--- config.mk ---
export PLATFORM = sky130hd
export DESIGN_NAME = dm9000a_delay_timer
export DESIGN_NICKNAME = d
export VERILOG_FILES = /design/src/rtl/dm9000a_delay_ch.sv /design/src/rtl/dm9000a_delay_timer.sv
export SDC_FILE = /design/constraint.sdc
export NUM_CORES = 1
export LEC_CHECK = 0
export CAP_MARGIN = 20
export CORE_UTILIZATION = 50
export CTS_CLUSTER_SIZE = 24
export DETAILED_ROUTE_END_ITERATION = 7
export GPL_TIMING_DRIVEN = 0
export PLACE_DENSITY = 0.81
export SKIP_CTS_REPAIR_TIMING = 1
export SLEW_MARGIN = 0
export SYNTH_ARGS = -nofsm -noshare
export SYNTH_HDL_FRONTEND = slang
export SYNTH_SLANG_ARGS = --single-unit
--- constraint.sdc ---
create_clock -name iDm9000aClk -period 2.9 [get_ports iDm9000aClk]
set_input_delay 0.58 -clock iDm9000aClk [delete_from_list [all_inputs] [get_ports iDm9000aClk]]
set_output_delay 0.58 -clock iDm9000aClk [all_outputs]
set_load 0.05 [all_outputs]
--- src/rtl/dm9000a_delay_ch.sv ---
// dm9000a_delay_ch
//   One microsecond delay channel for the DM9000A sequencers. It holds a
//   per-channel prescaler that divides the clock down to microseconds, a
//   microsecond counter, and the delay value and mode latched at start.
//   A channel runs one-shot (stops in DONE) or periodic (reloads and
//   keeps running).
//
// Ports
//   iClk        in   clock, rising edge
//   iRst        in   asynchronous active-high reset
//   iStart      in   start/retrigger; latches iDelayTime and iPeriodic
//   iAbort      in   abort to IDLE; takes priority over iStart
//   iPeriodic   in   0 one-shot, 1 periodic (latched on start)
//   iDelayTime  in   delay in microseconds (latched on start)
//   oBusy       out  channel counting
//   oRunEnd     out  one-shot expired; held until the next start or abort
//   oDonePulse  out  one-cycle pulse on every expiry
module dm9000a_delay_ch #(
    parameter int unsigned DW           = 11,
    parameter int unsigned TICKS_PER_US = 25
) (
    input  logic          iClk,
    input  logic          iRst,
    input  logic          iStart,
    input  logic          iAbort,
    input  logic          iPeriodic,
    input  logic [DW-1:0] iDelayTime,
    output logic          oBusy,
    output logic          oRunEnd,
    output logic          oDonePulse
);

    localparam int unsigned PW = (TICKS_PER_US > 1) ? $clog2(TICKS_PER_US) : 1;
    localparam logic [PW-1:0] PRESC_LAST = PW'(TICKS_PER_US - 1);

    localparam logic [1:0] IDLE = 2'd0;
    localparam logic [1:0] RUN  = 2'd1;
    localparam logic [1:0] DONE = 2'd2;

    logic [1:0]    r_state;
    logic [PW-1:0] r_presc;
    logic [DW-1:0] r_us;
    logic [DW-1:0] r_delay;
    logic          r_periodic;
    logic          r_busy;
    logic          r_run_end;
    logic          r_pulse;

    logic w_wrap;
    logic w_zero_delay;
    logic w_expire;

    assign w_wrap       = (r_presc == PRESC_LAST);
    assign w_zero_delay = (r_delay == '0);
    // A zero delay expires on the first edge after start, independent of the prescaler.
    assign w_expire     = w_zero_delay || (w_wrap && (r_us == r_delay - DW'(1)));

    always_ff @(posedge iClk or posedge iRst) begin
        if (iRst) begin
            r_state    <= IDLE;
            r_presc    <= '0;
            r_us       <= '0;
            r_delay    <= '0;
            r_periodic <= 1'b0;
            r_busy     <= 1'b0;
            r_run_end  <= 1'b0;
            r_pulse    <= 1'b0;
        end else begin
            r_pulse <= 1'b0;
            if (iAbort) begin
                r_state   <= IDLE;
                r_presc   <= '0;
                r_us      <= '0;
                r_busy    <= 1'b0;
                r_run_end <= 1'b0;
            end else if (iStart) begin
                // Retrigger discards any elapsed time.
                r_state    <= RUN;
                r_delay    <= iDelayTime;
                r_periodic <= iPeriodic;
                r_presc    <= '0;
                r_us       <= '0;
                r_busy     <= 1'b1;
                r_run_end  <= 1'b0;
            end else if (r_state == RUN) begin
                if (w_expire) begin
                    r_pulse <= 1'b1;
                    r_presc <= '0;
                    r_us    <= '0;
                    // Periodic with zero delay would pulse every cycle; treat it as one-shot.
                    if (!(r_periodic && !w_zero_delay)) begin
                        r_state   <= DONE;
                        r_busy    <= 1'b0;
                        r_run_end <= 1'b1;
                    end
                end else if (w_wrap) begin
                    r_presc <= '0;
                    r_us    <= r_us + DW'(1);
                end else begin
                    r_presc <= r_presc + PW'(1);
                end
            end
        end
    end

    assign oBusy      = r_busy;
    assign oRunEnd    = r_run_end;
    assign oDonePulse = r_pulse;

endmodule

--- src/rtl/dm9000a_delay_timer.sv ---
// dm9000a_delay_timer
//   Multi-channel microsecond delay timer used by the DM9000A power-up,
//   reset-pulse and PHY-settle sequencers. Each channel is an independent
//   dm9000a_delay_ch; nothing is shared between channels.
//
// Ports
//   iDm9000aClk  in   25 MHz clock, rising edge
//   iRst         in   asynchronous active-high reset
//   iStart       in   per-channel start/retrigger
//   iAbort       in   per-channel abort (wins over start)
//   iPeriodic    in   per-channel mode, latched on start
//   iDelayTime   in   per-channel delay in us, channel c at [c*DW +: DW]
//   oBusy        out  per-channel counting
//   oRunEnd      out  per-channel one-shot expired (held)
//   oDonePulse   out  per-channel one-cycle expiry pulse
module dm9000a_delay_timer #(
    parameter int unsigned N_CH         = 2,
    parameter int unsigned DW           = 11,
    parameter int unsigned TICKS_PER_US = 25
) (
    input  logic               iDm9000aClk,
    input  logic               iRst,
    input  logic [N_CH-1:0]    iStart,
    input  logic [N_CH-1:0]    iAbort,
    input  logic [N_CH-1:0]    iPeriodic,
    input  logic [N_CH*DW-1:0] iDelayTime,
    output logic [N_CH-1:0]    oBusy,
    output logic [N_CH-1:0]    oRunEnd,
    output logic [N_CH-1:0]    oDonePulse
);

    for (genvar g = 0; g < N_CH; g++) begin : g_ch
        dm9000a_delay_ch #(
            .DW           (DW),
            .TICKS_PER_US (TICKS_PER_US)
        ) u_ch (
            .iClk       (iDm9000aClk),
            .iRst       (iRst),
            .iStart     (iStart[g]),
            .iAbort     (iAbort[g]),
            .iPeriodic  (iPeriodic[g]),
            .iDelayTime (iDelayTime[g*DW +: DW]),
            .oBusy      (oBusy[g]),
            .oRunEnd    (oRunEnd[g]),
            .oDonePulse (oDonePulse[g])
        );
    end

endmodule

After elaboration in Yosys (flattened, before gate mapping)
Cells that the tools add are included.
{"block": "totals", "register_bits": 66, "out_inout_bits": 6, "inputBits": 30, "elab_cells": 112}
{"block": "op_classes", "add_sub_neg": 6, "n_eq_ne": 8, "bitwise_logic": 2, "mux": 58, "reduce_logical": 22}
{"operator": "11-bit 2-to-1 mux", "count": 10}
{"operator": "5-bit 2-to-1 mux", "count": 10}
{"operator": "1-bit 2-to-1 mux", "count": 28}
{"operator": "11-bit by 1-bit adder with 11-bit output (second input constant)", "count": 2}
{"operator": "11-bit equality test", "count": 2}
{"operator": "11-bit logical NOT", "count": 2}
{"operator": "11-bit by 1-bit subtractor with 11-bit output (second input constant)", "count": 2}
{"operator": "2-bit 2-to-1 mux", "count": 10}
{"operator": "3-bit nonzero test", "count": 4}
{"operator": "5-bit by 1-bit adder with 5-bit output (second input constant)", "count": 2}
{"operator": "5-bit equality test (second input constant)", "count": 2}
{"operator": "2-bit AND reduction", "count": 4}
{"operator": "4-bit nonzero test", "count": 2}
{"operator": "3-bit inequality test (second input constant)", "count": 2}
{"operator": "3-bit AND reduction", "count": 2}
{"operator": "2-bit by 1-bit equality test with 1-bit output (second input constant)", "count": 2}
{"operator": "1-bit logical AND", "count": 4}
{"operator": "1-bit logical NOT", "count": 2}
{"operator": "1-bit logical OR", "count": 2}
{"operator": "1-bit NOT", "count": 2}

Logic depth before layout (Yosys ltp)
Gate-level depths: netlist of the first run.
{"block": "logic_depth", "ltp_word": 8, "ltp_mapped": 10, "ltp_nobuf": 9}

Cells and area by module
Synthesis of the first run repeated with hierarchy kept, for this count alone.
{"block": "unflattened", "hier_cells": 413, "area_unflattened_um2": 3778.6}
{"mod": "dm9000a_delay_ch at g_ch[1].u_ch", "cells_each": 208, "seq_area_each_um2": 775.7, "n_inst": 1, "area_per_inst_um2": 1891.8}
{"mod": "dm9000a_delay_ch at g_ch[0].u_ch", "cells_each": 205, "seq_area_each_um2": 775.7, "n_inst": 1, "area_per_inst_um2": 1886.8}

Worst setup path after synthesis of the first run
No wires, ideal clock.
{"block": "synth_path", "kind": "reg2reg", "start": "reg g_ch[1].u_ch.r_delay[2]", "end": "reg g_ch[1].u_ch.r_state[1]", "required_time_ns": 2.831, "path_stages_with_launch": 8, "period_less_slack_ns": 2.757, "slack_ns": 0.143, "setup_ns": 0.069, "arrival_time_ns": 2.688, "n_path_buf": 0, "cell_sequence": "dfrtp_1 > or4_4 > or3_1 > o211ai_1 > o211ai_1 > or4_4 > or4b_1 > nand3_1"}
{"block": "synth_via", "elab_chain_len": 6, "elab_cells_between_ends": 10, "cone_classes": "1 x add/sub; 2 x eq/ne; 7 x reduce/logical"}
{"item": "from (decl)", "line_no": "dm9000a_delay_ch.sv:43", "text": "logic [DW-1:0] r_delay;"}
{"item": "from (signal assigned)", "line_no": "dm9000a_delay_ch.sv:79", "text": "r_delay <= iDelayTime;"}
{"item": "11-bit by 1-bit subtractor with 11-bit output", "line_no": "dm9000a_delay_ch.sv:56", "text": "assign w_expire = w_zero_delay || (w_wrap && (r_us == r_delay - DW'(1)));"}
{"item": "11-bit equality test", "line_no": "dm9000a_delay_ch.sv:56"}
{"item": "1-bit logical AND", "line_no": "dm9000a_delay_ch.sv:56"}
{"item": "1-bit logical OR", "line_no": "dm9000a_delay_ch.sv:56"}
{"item": "3-bit nonzero test (no line)"}
{"item": "3-bit AND reduction (no line) (*)"}
{"item": "to (signal assigned)", "line_no": "dm9000a_delay_ch.sv:60", "text": "r_state <= IDLE;"}
{"item": "to (signal assigned)", "line_no": "dm9000a_delay_ch.sv:71", "text": "r_state <= IDLE;"}
{"item": "to (signal assigned)", "line_no": "dm9000a_delay_ch.sv:78", "text": "r_state <= RUN;"}
{"item": "to (decl)", "line_no": "dm9000a_delay_ch.sv:40", "text": "logic [1:0] r_state;"}
Every way passes the cells marked *; elsewhere a longest branch is shown, timed or not.
A chain may end at the register's enable or synchronous reset.

Worst setup path after layout of the first run
{"block": "layout_path", "start": "reg g_ch[0].u_ch.r_delay[0]", "end": "reg g_ch[0].u_ch.r_us[5]"}
{"block": "layout_via", "elab_chain_len": 8, "elab_cells_between_ends": 11, "cone_classes": "1 x add/sub; 1 x eq/ne; 4 x mux; 5 x reduce/logical"}
{"item": "from (decl)", "line_no": "dm9000a_delay_ch.sv:43"}
{"item": "from (signal assigned)", "line_no": "dm9000a_delay_ch.sv:79"}
{"item": "11-bit by 1-bit subtractor with 11-bit output", "line_no": "dm9000a_delay_ch.sv:56"}
{"item": "11-bit equality test", "line_no": "dm9000a_delay_ch.sv:56"}
{"item": "1-bit logical AND", "line_no": "dm9000a_delay_ch.sv:56"}
{"item": "1-bit logical OR (*)", "line_no": "dm9000a_delay_ch.sv:56"}
{"item": "11-bit 2-to-1 mux", "line_no": "dm9000a_delay_ch.sv:86", "text": "if (w_expire) begin"}
{"item": "11-bit 2-to-1 mux", "line_no": "dm9000a_delay_ch.sv:85", "text": "end else if (r_state == RUN) begin"}
{"item": "11-bit 2-to-1 mux", "line_no": "dm9000a_delay_ch.sv:76", "text": "end else if (iStart) begin"}
{"item": "11-bit 2-to-1 mux", "line_no": "dm9000a_delay_ch.sv:70", "text": "if (iAbort) begin"}
{"item": "to (signal assigned)", "line_no": "dm9000a_delay_ch.sv:98", "text": "r_us <= r_us + DW'(1);"}
{"item": "to (decl)", "line_no": "dm9000a_delay_ch.sv:42", "text": "logic [DW-1:0] r_us;"}
Every way passes the cells marked *; elsewhere a longest branch is shown, timed or not. The select of a mux whose other input is x is not followed.

==> flow_summary.ini, run 1 <==
[logic_synthesis]
synth_cells = 386
ys_seq_area_frac = 0.421
netlist_area_sq_mm = 0.00369
syn_area_per_cell_sq_um = 9.55
syn-num-nets = 426
synth-async-reset-ratio = 1.00
ys_ff_latch = 62
synth_ff_type = dfrtp_1
synth_edf_count = 0
yosys.cell_types.count = 55
synth_warnings = 0

[grt]
grt_util_all_layers = 0.221
grt_max_degree = 45
grt_antenna_before_repair = 0
grt_pass1_wl_microns = 13100
grt-ovfl-total = 0
first_global_vias = 2952

[die]
die_w_microns = 87.9
core_area_sq_mm = 0.00694
dieArea_sq_mm = 0.00772
dieHeight_microns = 87.9
ios = 36
start_util = 0.531
num_rows = 30

[sta]
worst_slack_ns = 0.146
drv_slew = 0
holdWs_ns = 0.530
skew_ns = 0.0104
final.setup.tns_ns = 0
min_period_ns = 2.75
rsz0062_at_grt = no
setup_viol_count_final = 0
max_slew_margin = 0.595
final-hold-violation-count = 0
worst_pin_slew_ns = 0.603
clock.fmax_mhz = 363
timing.final.crit_share = 0.949

[cts]
clockBufferDepth = 2
cts.sinks = 62
cts_root_buf = clkbuf_8
clkTransAtPathRegs_ns = 0.06
htree_levels = 3
cts_made_buffers = 9
tritoncts = built
worst_skew_pair.late_latency_ns = 0.34

[critical_path]
timing.rr.start = g_ch[0].u_ch.r_delay[0]
worstRegToRegCells = 10
end_kind = flip-flop
endpoint = g_ch[0].u_ch.r_us[5]
path_class = flip-flop to flip-flop
r2r_slack_ns = 0.15
critPathMaxFanout = 8
worst_ep_arrival_time_ns = 2.98
worstSetupStartpoint = g_ch[0].u_ch.r_delay[0]
critPathLaunchType = flip-flop
crit_required_ns = 3.12
r2r_end = g_ch[0].u_ch.r_us[5]

[run]
max_cap_viol_count = 0

[layout]
final_cells = 535
fin_area_sq_mm = 0.00444
fin_util = 0.640
fin_nets = 476
final_layout_size_suffix_gt1_frac = 0.139
antenna_cells = 0
area_growth_pct = 20.5

[hold_path]
holdCritPathClass = flip-flop to flip-flop

[routing]
postRouteWirelength_microns = 7830
wl_per_cell_microns = 14.6
drt_iter0_drc = 114
first_pass_iters = 4
drtAntennaViolNets = 0
via_per_inst = 5.70
num_vias = 3048
drc_errors = 0

[placed_design]
dp_hpwl_microns = 5700
pre_cts_ws_ns = -0.332
dp_cells = 518
place_area_sq_mm = 0.00418
io_buffers = 35
gp_congestion = 0.902

[status]
outcome = completed

[power_and_ir_drop]
vdd_drop_max_mv = 0.393
power_density_mw_per_mm2 = 467
cellLeakagePower_nw = 1.81
p_total_mw = 2.07
==> critical path, cell delays in order (launching register included) <==
cell	delay (ns)
dfrtp_1	0.43
inv_2	0.11
ha_4	0.16
or4b_4	0.51
o41ai_4	0.36
o21ai_1	0.14
nor4bb_2	0.29
buf_4	0.17
a21boi_2	0.10
a21o_1	0.18
a22o_1	0.17
==> routing by layer <==
layer / global-route usage / vias up / part of all wire
met4: 0.0939 / 0 / 0.023
met3: 0.0679 / 18 / 0.037
met5: 0 / - / 0
met2: 0.381 / 60 / 0.52
li1: - / 1486 / -
met1: 0.252 / 1484 / 0.42
==> flip-flops by register name (all words and copies together) (netlist names) <==
name                  flops
g_ch.u_ch.oDonePulse      2
g_ch.u_ch.oRunEnd         1
g_ch.u_ch.r_delay        22
g_ch.u_ch.r_periodic      2
g_ch.u_ch.r_presc        10
g_ch.u_ch.r_state         3
g_ch.u_ch.r_us           22
==> layout by cell type, fill, tap and decap left out, types with 3 or more instances in the layout <==
cell type,instances
clkdlybuf4s50_1,35
dfrtp_1,60
nand2b_1,5
xor2_1,25
nor3_1,12
nand3_1,10
a22o_1,3
mux2_2,19
buf_4,12
xnor2_1,18
a31oi_1,3
o21ai_0,21
inv_1,12
o31ai_1,3
and3_1,5
and2_1,4
a211oi_1,12
o22ai_1,3
nand2_1,31
clkbuf_1,14
ha_1,9
nor2_1,28
nor4_1,6
nor2b_1,5
a21oi_1,7
clkbuf_8,9
nand4_1,16
==> cell families after synthesis <==
group	share of synthesized area
buffers and inverters	0.0421
AND/OR/NAND/NOR	0.207
flip-flops	0.421
XOR/XNOR	0.102
adder cells (fa/ha/maj)	0.0339
AO/OA/AOI/OAI	0.136
multiplexers	0.0580
==> power breakdown <==
part / switching [mW] / internal, mW
logic: 0.190 / 0.196
clock network: 0.314 / 0.387
registers: 0.0690 / 0.918
total: 0.573 / 1.50
==> worst min-delay path by stage <==
stage / cells after the start / end / from
after detailed placement: 2 / g_ch[1].u_ch.r_presc[4] / g_ch[1].u_ch.r_presc[4]
after global placement: 1 / g_ch[0].u_ch.r_presc[4] / g_ch[0].u_ch.r_presc[4]
after CTS: 1 / g_ch[0].u_ch.r_presc[4] / g_ch[0].u_ch.r_presc[4]
after global routing: 1 / g_ch[0].u_ch.r_presc[4] / g_ch[0].u_ch.r_presc[4]
final: 1 / g_ch[0].u_ch.r_presc[4] / g_ch[0].u_ch.r_presc[4]
after floorplan: 1 / g_ch[0].u_ch.r_presc[4] / g_ch[0].u_ch.r_presc[4]
==> cell type report <==
class | instances | area, sq um
Clock inverter | 2 | 35.0
Multi-Input combinational cell | 289 | 2040
Sequential cell | 62 | 1550
Inverter | 14 | 52.6
Clock buffer | 12 | 135
Tap cell | 96 | 120
Buffer | 19 | 97.6
Fill cell | 548 | 2500
Timing Repair Buffer | 41 | 408
==> cells in the mapped netlist, types with 2 or more instances <==
library cell / number / share of area
o21ai_0: 22 / 0.030
a21oi_1: 7 / 0.0095
and4b_1: 2 / 0.0054
o31ai_1: 3 / 0.0061
nor2_1: 29 / 0.030
mux2_2: 19 / 0.058
a31oi_1: 3 / 0.0051
nand2b_1: 5 / 0.0085
o2111ai_1: 2 / 0.0048
o41ai_1: 2 / 0.0048
o21a_1: 2 / 0.0041
nor2b_1: 5 / 0.0085
nand4_1: 16 / 0.027
and4_1: 2 / 0.0048
or4_4: 2 / 0.0061
or3_1: 3 / 0.0051
or4b_1: 2 / 0.0054
nor4_1: 7 / 0.012
o22ai_1: 3 / 0.0051
and3_1: 5 / 0.0085
nor3_1: 12 / 0.016
clkbuf_1: 13 / 0.013
xnor2_1: 18 / 0.043
or2_2: 2 / 0.0034
a21o_1: 2 / 0.0041
nand2_1: 31 / 0.032
a22o_1: 3 / 0.0071
nand3_1: 10 / 0.014
inv_1: 14 / 0.014
o211ai_1: 2 / 0.0041
a211oi_1: 12 / 0.024
and2_1: 4 / 0.0068
dfrtp_1: 62 / 0.42
ha_1: 10 / 0.034
xor2_1: 25 / 0.059
buf_4: 6 / 0.012
Note: power is estimated with default switching activity, not from simulation.
==> inputs of run 2 (changes only) <==
--- a/config.mk
+++ b/config.mk
@@ -11,6 +11,7 @@
 export DETAILED_ROUTE_END_ITERATION = 7
 export GPL_TIMING_DRIVEN = 0
 export PLACE_DENSITY = 0.81
+export SETUP_SLACK_MARGIN = 0.05
 export SKIP_CTS_REPAIR_TIMING = 1
 export SLEW_MARGIN = 0
 export SYNTH_ARGS = -nofsm -noshare
==> run 2 against run 1 <==
Compared with the run above:
- global-route usage unchanged
- combinational power up 4%
- non-clock buffer count up 3
- routed wire length up 0.28%
- highest routed layer unchanged
- worst setup slack better by 0.0025 ns
- clock skew down 0.00060 ns
- clock power about the same
==> flow_summary.ini, run 2 (same netlist as run 1, synthesis figures left out) <==
[power_and_ir_drop]
power_density_mw_per_mm2 = 465
vdd_drop_max_mv = 0.371
cellLeakagePower_nw = 1.83
p_total_mw = 2.08

[sta]
max_slew_margin = 0.584
timing.final.crit_share = 0.949
min_period_ns = 2.75
worst_pin_slew_ns = 0.620
setup_viol_count_final = 0
drv_slew = 0
clock.fmax_mhz = 364
rsz0062_at_grt = no
final-hold-violation-count = 0
final.setup.tns_ns = 0
skew_ns = 0.00985

[routing]
drtAntennaViolNets = 0
wl_per_cell_microns = 14.6
drc_errors = 0
met2WireLength_microns = 4130
highest_layer = met4
num_vias = 3065
via_per_inst = 5.70
first_pass_iters = 5
route.met3.wl_microns = 272
drt_iter0_drc = 109
drt-met1-wl_microns = 3300
postRouteWirelength_microns = 7860

[cts]
worst_skew_pair.late_latency_ns = 0.34
tritoncts = built
cts_root_buf = clkbuf_8
clockBufferDepth = 2
clkTransAtPathRegs_ns = 0.07
htree_levels = 3
cts.sinks = 62
cts_made_buffers = 9

[placed_design]
io_buffers = 35
place_area_sq_mm = 0.00418
dp_hpwl_microns = 5700
dp_cells = 518
gp_congestion = 0.902

[run]
max_cap_viol_count = 0

[critical_path]
path_class = flip-flop to flip-flop
worst_ep_arrival_time_ns = 3.03
end_kind = flip-flop
r2r_slack_ns = 0.15
r2r_end = g_ch[1].u_ch.r_state[1]
timing.rr.start = g_ch[1].u_ch.r_delay[2]
critPathMaxFanout = 6
crit_required_ns = 3.18
critPathLaunchType = flip-flop
worstRegToRegCells = 7

[layout]
fin_area_sq_mm = 0.00448
final_layout_size_suffix_gt1_frac = 0.152
fin_util = 0.645
fin_nets = 479
antenna_cells = 0
reg.largest.list = g_ch.u_ch.r_delay (22), g_ch.u_ch.r_us (22), g_ch.u_ch.r_presc (10)
area_growth_pct = 21.5
layout_commonest_cell = dfrtp_1
final_cells = 538
fillers = 546
final_cell_mix = dfrtp_1, clkdlybuf4s50_1, nand2_1

[status]
outcome = completed

[grt]
grt_pass1_wl_microns = 13100
first_global_vias = 2952
grt_max_degree = 45
grt_util_all_layers = 0.221
grt-ovfl-total = 0
grt_antenna_before_repair = 0

[hold_path]
hold_depth = 1
holdCritPathClass = flip-flop to flip-flop
holdCritStartpoint = g_ch[0].u_ch.r_presc[4]
whs_endpoint = g_ch[0].u_ch.r_presc[4]

[die]
dieArea_sq_mm = 0.00772
core_area_sq_mm = 0.00694
die_w_microns = 87.9
num_rows = 30
start_util = 0.531
ios = 36
dieHeight_microns = 87.9
## run 2: cell types whose count changed in the layout (fill, tap and decap cells not counted), sizes merged
cell / before / now
buf: 14 / 16
clkbuf: 23 / 24
## run 2: how the worst max path moves through the flow
stage,to,start,slack [ns]
5_1_grt,g_ch[0].u_ch.r_us[5],g_ch[0].u_ch.r_delay[0],0.04
3_5_place_dp,g_ch[0].u_ch.r_us[10],g_ch[0].u_ch.r_delay[0],-0.33
6_report,g_ch[1].u_ch.r_state[1],g_ch[1].u_ch.r_delay[2],0.15
4_1_cts,g_ch[0].u_ch.r_us[8],g_ch[0].u_ch.r_delay[0],-0.35
2_1_floorplan,g_ch[1].u_ch.r_state[1],g_ch[1].u_ch.r_delay[2],0.14
3_3_place_gp,g_ch[0].u_ch.r_us[7],g_ch[0].u_ch.r_delay[0],-0.38
## run 2: layout make-up
class | instances | area, sq um | area share
multi-input cells | 289 | 2050 | 0.458
flip-flops and latches | 62 | 1560 | 0.347
repair buffers | 42 | 415 | 0.0927
clock buffers | 12 | 135 | 0.0302
well taps | 96 | 120 | 0.0268
plain buffers | 21 | 114 | 0.0254
inverters | 14 | 52.6 | 0.0117
clock inverters | 2 | 35.0 | 0.00782
## run 2: per-layer routing
| metal | vias to the layer above | GRT usage |
|---|---|---|
| li1 | 1493 | - |
| met1 | 1497 | 0.252 |
| met2 | 61 | 0.381 |
| met3 | 14 | 0.0679 |
| met4 | 0 | 0.0939 |
| met5 | - | 0 |
## run 2: report_power, final
part           leakage, nW  internal [mW]  switching (mW)
clock               0.0863          0.387           0.311
sequential           0.809          0.918          0.0682
combinational        0.936          0.203           0.195
total                 1.83           1.51           0.575
## run 2: worst max-delay path: stages (launching register included)
cell	delay, ns
dfrtp_2	0.40
or4_4	0.58
or3_4	0.40
o211ai_1	0.18
o211ai_1	0.11
or4_4	0.47
or4b_1	0.48
nand3_1	0.08
## run 2: metrics by stage
step,setup WS [ns],hold slack (ns)
after floorplan,0.143,0.465
after global placement,-0.377,0.497
after detailed placement,-0.332,0.517
after CTS,-0.354,0.528
after global routing,0.0419,0.556
final,0.149,0.529
==> inputs of run 3 (changes only) <==
==> constraint.sdc (replaced) <==
create_clock -name iDm9000aClk -period 2.3 [get_ports iDm9000aClk]
set_input_delay 0.46 -clock iDm9000aClk [delete_from_list [all_inputs] [get_ports iDm9000aClk]]
set_output_delay 0.46 -clock iDm9000aClk [all_outputs]
set_load 0.05 [all_outputs]
==> run 3 against run 2 <==
Compared with the run above:
- the run now ends with setup timing left
- die area unchanged
- clock power is 50% higher
- clock-buffer cell count rose by 2
- critical path depth grew 2
- non-clock buffer count increased by 10
- hold slack lost 0.029 ns
- maximum frequency shrank 1.0%
- sequential power rose by 28%
==> flow_summary.ini, run 3 (same netlist as run 1, synthesis figures left out) <==
[die]
dieArea_sq_mm = 0.00772
core_area_sq_mm = 0.00694
start_util = 0.531
ios = 36
num_rows = 30
dieHeight_microns = 87.9
die_w_microns = 87.9

[layout]
antenna_cells = 0
reg.largest.list = g_ch.u_ch.r_delay (22), g_ch.u_ch.r_us (22), g_ch.u_ch.r_presc (10)
fin_area_sq_mm = 0.00474
fin_nets = 489
layout_commonest_cell = dfrtp_1
fillers = 518
final_layout_size_suffix_gt1_frac = 0.214
final_cell_mix = dfrtp_1, clkdlybuf4s50_1, nand2_1
area_growth_pct = 28.5

[cts]
clockBufferDepth = 2
cts.sinks = 62
tritoncts = built
htree_levels = 3
cts_made_buffers = 9
worst_skew_pair.late_latency_ns = 0.35
clkTransAtPathRegs_ns = 0.08
cts_root_buf = clkbuf_8

[sta]
holdWs_ns = 0.501
rsz0062_at_grt = yes
clock.fmax_mhz = 360
final-hold-violation-count = 0
setup_viol_count_final = 29
worst_pin_slew_ns = 0.565
drv_slew = 0
worst_slack_ns = -0.480
timing.final.crit_share = 1.21
min_period_ns = 2.78
skew_ns = 0.0116
max_slew_margin = 0.622

[grt]
grt_max_degree = 38
grt_util_all_layers = 0.225
grt_pass1_wl_microns = 13400
grt_use_met2 = 0.414
grt_use_met1 = 0.249
first_global_vias = 3008
grt-ovfl-total = 0
grt_antenna_before_repair = 0
grt.busiest_layer = met2
met3_usage = 0.0556

[critical_path]
critPathMaxFanout = 6
path_cells = or4_4 -> or3_4 -> o211ai_1 -> o211ai_1 -> or4_4 -> buf_4 -> nand2b_4 -> clkbuf_16 -> a211oi_1
cp_slowest_cell = or4_4
end_kind = flip-flop
crit_required_ns = 2.50
critPathLaunchType = flip-flop
critPathMaxStageDelay_ns = 0.57
worst_ep_arrival_time_ns = 2.98
path_class = flip-flop to flip-flop

[power_and_ir_drop]
p_total_mw = 2.84
cellLeakagePower_nw = 1.93
power_density_mw_per_mm2 = 600
vdd_drop_max_mv = 0.445

[placed_design]
gp_congestion = 0.894
place_area_sq_mm = 0.00422
dp_hpwl_microns = 5890
pre_cts_ws_ns = -0.550
io_buffers = 35

[routing]
drt_iter0_drc = 126
drc_errors = 0
drtAntennaViolNets = 0
first_pass_iters = 4
via_per_inst = 5.70
wl_per_cell_microns = 15.6
num_vias = 3134
postRouteWirelength_microns = 8600

[status]
outcome = complete, but fails checks
violations = setup timing

[hold_path]
holdCritPathClass = input pin to async pin

[run]
max_cap_viol_count = 0
## run 3: where the power goes
group | internal, mW | switching [mW]
Combinational | 0.277 | 0.255
Sequential | 1.16 | 0.102
Clock | 0.620 | 0.430
## run 3: area by class of cell
cell class	count	area, sq um	area share
sequential	62	1560	0.328
timing repair buffer	53	517	0.109
multi-input combinational	289	2150	0.454
clock inverter	2	37.5	0.00792
buffer	20	120	0.0254
inverter	14	52.6	0.0111
tap	96	120	0.0254
clock buffer	14	183	0.0386
## run 3: final timing paths
| path | cells past startpoint | start | slack (ns) | end |
|---|---|---|---|---|
| setup reg to reg | 9 | g_ch[1].u_ch.r_delay[3] | -0.48 | g_ch[1].u_ch.r_us[4] |
| hold / removal | 2 | iRst | 0.50 | g_ch[0].u_ch.r_periodic |
| hold reg to reg | 1 | g_ch[0].u_ch.r_presc[4] | 0.53 | g_ch[0].u_ch.r_presc[4] |
| min in group iDm9000aClk | 1 | g_ch[0].u_ch.r_presc[4] | 0.53 | g_ch[0].u_ch.r_presc[4] |
| setup / recovery | 9 | g_ch[1].u_ch.r_delay[3] | -0.48 | g_ch[1].u_ch.r_us[4] |
| max in group asynchronous | 3 | iRst | 1.21 | g_ch[1].u_ch.r_delay[3] |
## run 3: worst max-delay path: cells and delay by family, from the launching register on
| kind | cells | cell delay [ns] |
|---|---|---|
| AOI/OAI and AO/OA | 3 | 0.39 |
| buffers and inverters | 2 | 0.32 |
| DFF | 1 | 0.43 |
| and+or+nand+nor | 4 | 1.49 |
## run 3: stage by stage
| step | cells | util | setup TNS [ns] |
|---|---|---|---|
| 4_1_cts | 534 | 0.640 | -11.72 |
| 6_report | 550 | 0.682 | -9.31 |
| 5_1_grt | 550 | 0.682 | -12.07 |
| 3_5_place_dp | 518 | 0.608 | -11.34 |
| 2_1_floorplan | 386 | - | -2.55 |
| 3_3_place_gp | 517 | 0.605 | -57.54 |
## run 3: per-layer routing
layer | vias up | part of all wire
met5 | - | 0
met4 | 0 | 0.023
met3 | 18 | 0.035
met2 | 61 | 0.54
met1 | 1539 | 0.40
li1 | 1516 | -
